===== src/rtl/traffic_control_unit.sv =====
// traffic_control_unit
//   Control FSM for a four-way signalised junction. Sequences north/south and
//   east/west green phases separated by all-red clearance phases. Phase length
//   is counted in Count_Flag pulses from an external datapath timer. A latched
//   pedestrian request can cut a green phase short once a minimum has been
//   served. An emergency input forces every lamp to red.
//
// Parameters
//   GREEN_TICKS  Count_Flag pulses per green phase (1..15)
//   CLEAR_TICKS  Count_Flag pulses per all-red / clearance phase (1..15)
//   MIN_TICKS    minimum green pulses before a pedestrian request ends green
//
// Ports
//   CU_CLK      clock, rising edge
//   CU_Rst      asynchronous active-high reset
//   Count_Flag  one-cycle timer expiry pulse
//   Ped_Req     pedestrian request (level)
//   Emergency   emergency override (level)
//   CU_North/CU_South/CU_East/CU_West  lamp select, 1 = green
//   Count_Clr   one-cycle pulse in the cycle after each state change
//   CU_State    current state code, for debug
module traffic_control_unit #(
    parameter int unsigned GREEN_TICKS = 4,
    parameter int unsigned CLEAR_TICKS = 1,
    parameter int unsigned MIN_TICKS   = 2
) (
    input  logic       CU_CLK,
    input  logic       CU_Rst,
    input  logic       Count_Flag,
    input  logic       Ped_Req,
    input  logic       Emergency,
    output logic       CU_North,
    output logic       CU_South,
    output logic       CU_East,
    output logic       CU_West,
    output logic       Count_Clr,
    output logic [2:0] CU_State
);

    typedef enum logic [2:0] {
        StAllRed  = 3'd0,
        StNsGreen = 3'd1,
        StNsClear = 3'd2,
        StEwGreen = 3'd3,
        StEwClear = 3'd4,
        StEmerg   = 3'd5
    } state_e;

    localparam logic [3:0] GreenLast = 4'(GREEN_TICKS - 1);
    localparam logic [3:0] ClearLast = 4'(CLEAR_TICKS - 1);
    localparam logic [3:0] MinLast   = 4'(MIN_TICKS - 1);

    state_e     state_q, state_d;
    logic [3:0] tick_q, tick_d;
    logic       ped_q, ped_d;
    logic       count_clr_q;

    logic is_green;
    logic phase_done;
    logic ped_done;
    logic advance;
    logic changed;

    always_comb begin
        is_green   = (state_q == StNsGreen) || (state_q == StEwGreen);
        phase_done = Count_Flag && (tick_q == (is_green ? GreenLast : ClearLast));
        // Pedestrian early exit uses the latched request, so a request seen
        // in this cycle first takes effect on the next Count_Flag.
        ped_done   = is_green && ped_q && Count_Flag && (tick_q >= MinLast);
        advance    = phase_done || ped_done;

        state_d = state_q;
        if (Emergency) begin
            state_d = StEmerg;
        end else begin
            case (state_q)
                StAllRed:  if (advance) state_d = StNsGreen;
                StNsGreen: if (advance) state_d = StNsClear;
                StNsClear: if (advance) state_d = StEwGreen;
                StEwGreen: if (advance) state_d = StEwClear;
                StEwClear: if (advance) state_d = StNsGreen;
                StEmerg:   state_d = StAllRed;
                default:   state_d = StAllRed;
            endcase
        end

        changed = (state_d != state_q);

        tick_d = tick_q;
        if (changed) begin
            tick_d = 4'd0;
        end else if (Count_Flag) begin
            tick_d = tick_q + 4'd1;
        end

        // Leaving green consumes the request; otherwise requests accumulate
        // so one raised during clearance applies to the next green.
        ped_d = ped_q | Ped_Req;
        if (is_green && changed) begin
            ped_d = 1'b0;
        end
    end

    always_ff @(posedge CU_CLK or posedge CU_Rst) begin
        if (CU_Rst) begin
            state_q     <= StAllRed;
            tick_q      <= 4'd0;
            ped_q       <= 1'b0;
            count_clr_q <= 1'b0;
        end else begin
            state_q     <= state_d;
            tick_q      <= tick_d;
            ped_q       <= ped_d;
            count_clr_q <= changed;
        end
    end

    always_comb begin
        CU_North  = (state_q == StNsGreen);
        CU_South  = (state_q == StNsGreen);
        CU_East   = (state_q == StEwGreen);
        CU_West   = (state_q == StEwGreen);
        Count_Clr = count_clr_q;
        CU_State  = state_q;
    end

endmodule


===== config.mk =====
export PLATFORM = sky130hd
export DESIGN_NAME = traffic_control_unit
export DESIGN_NICKNAME = d
export VERILOG_FILES = /design/src/rtl/traffic_control_unit.sv
export SDC_FILE = /design/constraint.sdc
export NUM_CORES = 1
export LEC_CHECK = 0
export ABC_AREA = 1
export BUFFER_PORTS_ARGS = -buffer_cell sky130_fd_sc_hd__buf_2
export CORE_UTILIZATION = 30
export DETAILED_ROUTE_END_ITERATION = 12
export PLACE_DENSITY = 0.59
export SYNTH_ARGS = -nofsm -noshare
export SYNTH_HDL_FRONTEND = slang
export SYNTH_SLANG_ARGS = --single-unit

===== constraint.sdc =====
create_clock -name CU_CLK -period 4.23 [get_ports CU_CLK]
set_input_delay 0.6345 -clock CU_CLK [delete_from_list [all_inputs] [get_ports CU_CLK]]
set_output_delay 0.6345 -clock CU_CLK [all_outputs]
set_load 0.1 [all_outputs]

==> flow_summary.json <==
{
  "outcome": "complete, no violations",
  "synth_simple_gate_area_share_pct": 37.6,
  "async_flop_share_pct": 100,
  "min_period_ns": 2.19,
  "p_sw_uw": 163,
  "clockBufferDepth": 2,
  "power_density_nw_per_um2": 476,
  "internal_power_uw": 166,
  "pwr-share-clk_pct": 18.9,
  "gp_congestion": 0.821,
  "h-tree-depth": 1,
  "crit_path_end_kind": "output port",
  "drt_wl_total_um": 1080,
  "combPwrFrac_pct": 48.0,
  "grt_pass1_wl_um": 1990,
  "syn_nets": 84,
  "synth_top_family_by_area": "simple AND/OR/NAND/NOR gates",
  "insertion_delay_ns": 0.25,
  "synth_mux_area_share_pct": 0,
  "yosysUniqueCellTypes": 17,
  "fin_skew_ns": 0.00361,
  "port_buffers": 12,
  "diodes": 0,
  "postRouteAntennaNets": 0,
  "wl_per_cell_um": 9.50,
  "synth_common_cells": "inv_1, nor2_1, dfrtp_1, nand2_1, nand3_1",
  "core-area_um2": 1780,
  "crit_fanout": 5,
  "leakage_nw": 0.354,
  "synth_area_um2": 593,
  "reg2reg_slack_ns": 2.46,
  "p_sw_share_pct": 49.5,
  "synth_compound_area_share_pct": 3.38,
  "overflow": 0,
  "std_cell_rows": 15,
  "drv_cap": 0,
  "drt_pass1_iterations": 4,
  "drive_gt1_share_pct": 31.5,
  "ys_seq_area_share_pct": 38.0,
  "die_area_um2": 2160,
  "synth_xor_area_share_pct": 4.43,
  "postCtsSetupBuffers": 0,
  "clk_pin_slew_ns": 0.06,
  "required_ns": 3.60,
  "cp-endpoint": "CU_East",
  "via_per_inst": 4.61,
  "drt_iter0_drc": 20,
  "grt_antenna_before_repair": 0,
  "clock-sinks": 9,
  "ir_drop_mv": 0.166,
  "reg2reg_from": "tick_q[0]$_DFFE_PP0P_",
  "hp-class": "primary input to async pin",
  "route.detailed.drc": 0,
  "ios": 13,
  "synth_ff_type": "dfrtp_1",
  "synthAdderAreaFrac_pct": 6.33,
  "synth_top_area_cell": "dfrtp_1",
  "arrival_ns": 1.56,
  "setup_tns_ns": 0,
  "ys_seq_elements": 9,
  "yosys_warnings": 0,
  "grt_pass1_vias": 484,
  "cts-root-buf": "clkbuf_4",
  "dpl.hpwl_um": 919,
  "synth_area_leaders": "dfrtp_1, nand3_1, ha_1",
  "start_kind": "register",
  "die_h_um": 46.5,
  "r2r_end": "tick_q[0]$_DFFE_PP0P_",
  "tightest_slew_ns": 0.487,
  "setup_viol": 0,
  "area_growth_pct": 16.5,
  "cts_inserted_buffers": 3,
  "dieWidth_um": 46.5,
  "fin_util_pct": 38.7,
  "maxSlewViolCount": 0,
  "synth_top_cell_area_share_pct": 38.0,
  "finalCritPeriodShare_pct": 51.8,
  "via_count": 526,
  "rsz0062_at_grt": "false",
  "hold_viol_final": 0,
  "timing.reg2reg.worst_path_depth": 13,
  "cts_hold_buf": 0,
  "power_frac_seq_pct": 33.1,
  "synth_cells": 76,
  "cts_tree": "done",
  "grt_use_total_pct": 13.3,
  "synth_edf_count": 0,
  "worst-setup-path-type": "register to output port",
  "start_util_pct": 33.3,
  "critPathLaunch": "CU_State[2]$_DFF_PP0_",
  "syn_area_per_cell_um2": 7.80,
  "grt_max_degree": 10,
  "slew_headroom_pct": 67.8,
  "nets": 98,
  "fmax_ghz": 0.456,
  "post_cts_resized": 0
}
cell usage in the layout (no fill, tap or decap), drive strengths merged:
cell type / count
inv: 11
o21ai: 2
nor2: 16
xor2: 2
xnor2: 1
buf: 12
ha: 3
nand4: 4
nand2: 12
dfrtp: 9
a21oi: 2
nand3: 11
clkbuf: 4
state kept, by name, indices dropped and copies added, names as in the netlist:
register	count
CU_State	3
ped_q	1
tick_q	4
Count_Clr	1
cell type report:
type                       count  area (µm²)
sequential                     9         225
multi-input combinational     53         307
inverter                      11        41.3
timing repair buffer          12        60.1
fill                         201        1090
tap                           25        31.3
clock buffer                   4        26.3
cell families (layout without fill, tap and decap cells):
logic type                 after synthesis  count (layout)
buffers and inverters                   14              27
adders and majority gates                3               3
xor gates and xnor gates                 3               3
AOI/OAI and AO/OA                        4               4
DFF                                      9               9
and+or+nand+nor                         43              43
power by group through the flow:
| stage | Combinational [mW] | Sequential, mW | Clock [mW] |
|---|---|---|---|
| 5_1_grt | 0.173 | 0.110 | 0.0678 |
| 3_5_place_dp | 0.159 | 0.110 | 0 |
| 6_report | 0.158 | 0.109 | 0.0621 |
| 3_3_place_gp | 0.158 | 0.110 | 0 |
| 2_1_floorplan | 0.0950 | 0.151 | 0 |
| 4_1_cts | 0.159 | 0.109 | 0.0648 |
worst min path at each step:
stage	to	slack [ns]	depth (start not counted)
6_report	tick_q[2]$_DFFE_PP0P_	0.32	2
5_1_grt	Count_Clr$_DFF_PP0_	0.36	2
4_1_cts	tick_q[2]$_DFFE_PP0P_	0.33	2
3_5_place_dp	ped_q$_DFF_PP0_	0.51	2
3_3_place_gp	ped_q$_DFF_PP0_	0.49	2
2_1_floorplan	CU_State[0]$_DFF_PP0_	0.46	1
through the flow:
step	hold WS, ns	area, µm²	worst slack, ns	total power [mW]	std cells
after floorplan	0.462	593	0.552	0.246	76
after global placement	0.493	664	2.38	0.268	110
after detailed placement	0.513	664	2.31	0.269	110
after CTS	0.331	691	2.03	0.333	114
after global routing	0.360	691	1.91	0.351	114
final	0.325	691	2.04	0.329	114
worst max-delay path, stage by stage (launching register included):
cell,delay (ns)
dfrtp_1,0.41
inv_1,0.14
nand2_2,0.10
nor2_1,0.19
buf_2,0.46
per-layer routing:
layer / global-route usage [%] / routed length (µm) / share of wire, % / vias to the layer above
met1: 18.4 / 511 / 47 / 249
li1: - / - / - / 267
met2: 18.3 / 526 / 49 / 8
met3: 2.35 / 25 / 2.3 / 2
met4: 9.41 / 19 / 1.8 / 0
met5: 0 / 0 / 0 / -
(Power assumes the default switching activity.)
